[src/rtl/xrv_mem_arb.sv]
// xrv_mem_arb: single-port memory arbiter for the xriscv core.
// Shares one memory bus between instruction fetch and the load/store unit,
// one transaction at a time. Load/store wins by default; a starvation counter
// forces a fetch through after STARVE_MAX consecutive data grants taken while
// a fetch was waiting. A flush discards the response of an in-flight fetch
// without withdrawing the bus request that is already out.
module xrv_mem_arb #(
    parameter int STARVE_MAX = 4
) (
    input  logic        clk,
    input  logic        rst,

    input  logic        ls_hint,
    input  logic        flush,

    input  logic        if_req,
    input  logic [31:0] if_addr,
    output logic        if_gnt,
    output logic        if_rvalid,
    output logic [31:0] if_rdata,

    input  logic        ls_req,
    input  logic        ls_we,
    input  logic [3:0]  ls_be,
    input  logic [31:0] ls_addr,
    input  logic [31:0] ls_wdata,
    output logic        ls_gnt,
    output logic        ls_rvalid,
    output logic [31:0] ls_rdata,

    output logic        mem_req,
    output logic        mem_we,
    output logic [3:0]  mem_be,
    output logic [31:0] mem_addr,
    output logic [31:0] mem_wdata,
    input  logic        mem_gnt,
    input  logic        mem_rvalid,
    input  logic [31:0] mem_rdata,

    output logic        busy,
    output logic        err
);

    localparam int             CW         = $clog2(STARVE_MAX + 1);
    localparam logic [CW-1:0]  STARVE_TOP = CW'(STARVE_MAX);

    typedef enum logic [2:0] {
        IDLE,
        IF_PEND,
        IF_RESP,
        LS_PEND,
        LS_RESP
    } state_t;

    state_t         state;
    logic           drop;
    logic [CW-1:0]  starve_cnt;

    logic           starved;
    logic           fetch_go;
    logic           in_resp;

    // A waiting fetch wins when starved; otherwise only when no data request
    // is present and neither the decoder hint nor a flush holds it off.
    assign starved  = (starve_cnt == STARVE_TOP);
    assign fetch_go = if_req && (starved || (!ls_req && !ls_hint && !flush));
    assign in_resp  = (state == IF_RESP) || (state == LS_RESP);

    // Handshake outputs decoded straight from state and the bus signals.
    assign if_gnt    = mem_gnt && (state == IF_PEND);
    assign ls_gnt    = mem_gnt && (state == LS_PEND);
    assign if_rvalid = mem_rvalid && (state == IF_RESP) && !drop && !flush;
    assign ls_rvalid = mem_rvalid && (state == LS_RESP);
    assign if_rdata  = mem_rdata;
    assign ls_rdata  = mem_rdata;
    assign busy      = (state != IDLE);

    // Arbitration FSM with registered bus request, drop/starvation tracking and sticky error.
    always_ff @(posedge clk) begin
        // NOTE: sequential state uses non-blocking assignments so every branch
        // below reads the values from before this clock edge.
        if (rst) begin
            state      <= IDLE;
            mem_req    <= 1'b0;
            mem_we     <= 1'b0;
            mem_be     <= 4'h0;
            mem_addr   <= 32'h0;
            mem_wdata  <= 32'h0;
            drop       <= 1'b0;
            starve_cnt <= '0;
            err        <= 1'b0;
        end else begin
            // A response with no transaction waiting for it is a protocol fault.
            if (mem_rvalid && !in_resp) begin
                err <= 1'b1;
            end

            unique case (state)
                IDLE: begin
                    drop <= 1'b0;
                    if (fetch_go) begin
                        state      <= IF_PEND;
                        mem_req    <= 1'b1;
                        mem_we     <= 1'b0;
                        mem_be     <= 4'hF;
                        mem_addr   <= if_addr;
                        mem_wdata  <= 32'h0;
                        starve_cnt <= '0;
                    end else if (ls_req) begin
                        state     <= LS_PEND;
                        mem_req   <= 1'b1;
                        mem_we    <= ls_we;
                        mem_be    <= ls_be;
                        mem_addr  <= ls_addr;
                        mem_wdata <= ls_wdata;
                        if (if_req && !starved) begin
                            starve_cnt <= starve_cnt + 1'b1;
                        end
                    end
                end

                IF_PEND: begin
                    if (flush) begin
                        drop <= 1'b1;
                    end
                    if (mem_gnt) begin
                        mem_req <= 1'b0;
                        state   <= IF_RESP;
                    end
                end

                IF_RESP: begin
                    if (flush) begin
                        drop <= 1'b1;
                    end
                    // Leaving for IDLE clears drop, overriding a same-cycle flush.
                    if (mem_rvalid) begin
                        drop  <= 1'b0;
                        state <= IDLE;
                    end
                end

                LS_PEND: begin
                    if (mem_gnt) begin
                        mem_req <= 1'b0;
                        state   <= LS_RESP;
                    end
                end

                LS_RESP: begin
                    if (mem_rvalid) begin
                        state <= IDLE;
                    end
                end

                default: begin
                    state   <= IDLE;
                    mem_req <= 1'b0;
                end
            endcase
        end
    end

endmodule

[config.mk]
export PLATFORM = sky130hd
export DESIGN_NAME = xrv_mem_arb
export DESIGN_NICKNAME = d
export VERILOG_FILES = /design/src/rtl/xrv_mem_arb.sv
export SDC_FILE = /design/constraint.sdc
export NUM_CORES = 1
export LEC_CHECK = 0
export ABC_AREA = 1
export CORE_MARGIN = 5
export CORE_UTILIZATION = 38
export CTS_CLUSTER_DIAMETER = 100
export DETAILED_ROUTE_END_ITERATION = 7
export MAX_ROUTING_LAYER = met4
export PLACE_DENSITY = 0.86
export RECOVER_POWER = 25
export SYNTH_ARGS = -nofsm -noshare
export SYNTH_HDL_FRONTEND = slang
export SYNTH_SLANG_ARGS = --single-unit
export TNS_END_PERCENT = 1
[constraint.sdc]
create_clock -name clk -period 3.4 [get_ports clk]
set_clock_uncertainty 0.05 [all_clocks]
set_input_delay 0.51 -clock clk [delete_from_list [all_inputs] [get_ports clk]]
set_output_delay 0.51 -clock clk [all_outputs]
set_load 0.02 [all_outputs]
==> results by group <==
Clocking
  • CTS buffer count: 9
  • Root Driver: clkbuf_8
  • Postcts setup bufs: 0
  • CTS tree: done
  • Cts hold-fix bufs: 0
  • Post-CTS Resized: 0
  • Clock Sinks: 78
  • Max H-tree Level: 3
  • Worst-skew pair later-pin latency: between 300 and 400 ps
  • Clk buf depth: 2
  • Clock-pin slew on the worst setup and hold paths: 80 ps

Power
  • Flop pwr share: 0.356
  • Switching share of power: 0.391
  • NetSw: 1420 uW
  • Int Pwr: 2210 uW
  • PwrDens: between 600 and 700 nW/um^2
  • Clock network power share: 0.187
  • Max VDD drop: 0.339 mV
  • Leak pwr: 0.00222 uW
  • Gate power share: 0.456

Worst setup path
  • Worst Setup End Kind: output port
  • Crit path max fanout: 4
  • Crit Path Class: in -> out
  • Worst path arrival time: 2040 ps
  • Crit-path most repeated cell: clkdlybuf4s50_1
  • Worst Path Required: 2840 ps
  • Critical path's slowest cell: clkdlybuf4s50_1
  • Crit-path cells: clkdlybuf4s50_1, inv_1, nor4_1, clkdlybuf4s50_1
  • Critical path's top delay family: buffers and inverters
  • Slowest stage delay, CP: between 600 and 700 ps
  • Crit path buf inv count: 3
  • Crit start category: input port

Yosys
  • Mapped Nets: ~700
  • Mapped Area: around 4000 um^2
  • Sequential cell area fraction in the yosys report: 0.391
  • Yosys cell types: 29
  • Synth Warn #: 0
  • Synthesized area per cell: just over 7 um^2
  • Syn Inst Count: 559
  • FF+latch count, synth: 78

Timing
  • F_max: 384 MHz
  • Final Hold Vio Count: 0
  • Final setup vio count: 0
  • Setup TNS: 0 ps
  • Fin crit period: ~2600 ps
  • Worst slew margin: 0.309
  • Unrepaired setup endpoints after global routing: no
  • Worst-margin pin slew: 1030 ps
  • Final period util: 0.766
  • Final Slew Violations: 0
  • Setup ws final: approximately 800 ps

Floorplanning
  • I/O pins: 281
  • Row cnt: 37
  • Die Span Y: roughly 110 um
  • Die X: 113 um
  • Core Region: 10300 um^2
  • Die area: 12700 um^2
  • Initial Util: 0.389

Drt
  • Routed WL: 11400 um
  • DR pass1 iterations: 5
  • DRC: 0
  • Initial drt markers: between 200 and 250
  • Vias per Instance: 4.77
  • Antenna viol nets, final: 0
  • Via count: 3834
  • Wire per inst: between 10 and 15 um

Final layout
  • Filler Cell Count: 984
  • Commonest non-fill, non-tap cell in the layout: clkdlybuf4s50_1
  • Final cell count without fillers: 803
  • Commonest non-fill, non-tap cells in the layout: clkdlybuf4s50_1 (184), nand2_1 (143), nor2_1 (88)
  • # diodes: 0
  • Fin util: 0.539
  • Nets: between 800 and 900
  • Layout cells sized above 1: 0.0705
  • P&R area growth vs syn: 38.7%

Place
  • Setup WS pre-CTS: 552 ps
  • RD Place Congestion: 0.881
  • # port buffers: 184
  • Placed cells: 787
  • Post-detail-place hpwl: 8660 um

Min path
  • Hold/Removal Path Class: reg -> reg

GRT
  • First-pass GRT wire length: 18400 um
  • GRT Resource Usage Total: 0.179
  • Initial antenna violation count: 0
  • Congestion Overflow GR: 0
  • Largest net degree at the start of global routing: 42
  • Vias in the first global route: roughly 3800

Run
  • Max-cap violation count: 0

Outcome
  • Status: completed
-- stage by stage --
stage | cell area [um^2] | power (uW) | hold slack, ps
CTS | 5540 | 3680 | 421
detailed placement | 5350 | 2990 | 407
global route | 5540 | 3880 | 442
finish | 5540 | 3630 | 417
floorplan | 4000 | 2430 | 415
global placement | 5350 | 2930 | 400
-- state kept, by name (all words and copies together) (netlist names) --
register / count
mem_addr: 32
mem_be: 4
state: 3
mem_we: 1
mem_req: 1
err: 1
starve_cnt: 3
drop: 1
mem_wdata: 32
-- cell type report --
cell class,count,area (um^2),share of cell area
multi-input combinational,370,1690,0.305
sequential,78,1560,0.282
tap,136,170,0.0307
timing repair buffer,188,1870,0.338
inverter,15,56.3,0.0102
clock inverter,6,62.6,0.0113
clock buffer,10,128,0.0230
-- power by group through the flow --
stage	combinational [uW]	sequential, uW	clock, uW
3_3_place_gp	1630	1300	0
5_1_grt	1810	1320	740
3_5_place_dp	1680	1310	0
6_report	1650	1290	680
2_1_floorplan	874	1560	0
4_1_cts	1680	1290	700
-- kinds of logic (layout without fill, tap and decap cells) --
| logic type | Yosys count | after routing | share of synthesized area |
|---|---|---|---|
| AND/OR/NAND/NOR | 289 | 289 | 0.307 |
| buffers and inverters | 111 | 219 | 0.186 |
| AO/OA/AOI/OAI | 78 | 78 | 0.108 |
| flip-flops | 78 | 78 | 0.391 |
| adder cells (fa/ha/maj) | 2 | 2 | 0.00626 |
| XOR/XNOR | 1 | 1 | 0.00219 |
-- Yosys cell counts (all sizes together) --
library cell / count / area [um^2]
o21ai: 36 / 180
ha: 2 / 25.0
nor3: 2 / 21.3
o21a: 1 / 7.51
a21oi: 39 / 229
inv: 15 / 56.3
nor2: 89 / 337
a31oi: 1 / 6.26
nand4: 2 / 12.5
buf: 83 / 636
nand2: 157 / 648
xnor2: 1 / 8.76
nor4: 1 / 6.26
o211ai: 1 / 7.51
clkbuf: 13 / 51.3
nand3: 38 / 203
dfxtp: 78 / 1560
-- routing by layer --
metal / track usage / part of all wire / up-vias
li1: - / - / 1911
met1: 0.213 / 0.42 / 1725
met2: 0.288 / 0.49 / 183
met3: 0.0679 / 0.080 / 15
met4: 0.0417 / 0.013 / 0
met5: - / 0 / -
-- worst register-to-register path, cell delays in order, from the launching register on --
cell	delay (ps)
dfxtp_1	370
inv_1	70
ha_1	190
nand2_1	120
nand2_4	90
nand2_8	190
nand2_2	110
nand2_4	300
buf_4	400
o21ai_0	150
nor2_1	150
-- path summary, 6_finish.rpt --
| kind | startpoint | to | slack [ps] | cells after the start |
|---|---|---|---|---|
| min reg2reg | mem_wdata[11] | mem_wdata[11] | 420 | 2 |
| min | mem_wdata[11] | mem_wdata[11] | 420 | 2 |
| max | mem_rvalid | if_rvalid | 800 | 4 |
| max reg2reg | starve_cnt[0] | mem_addr[4] | 1150 | 10 |
Note: power is estimated with default switching activity, not from simulation.
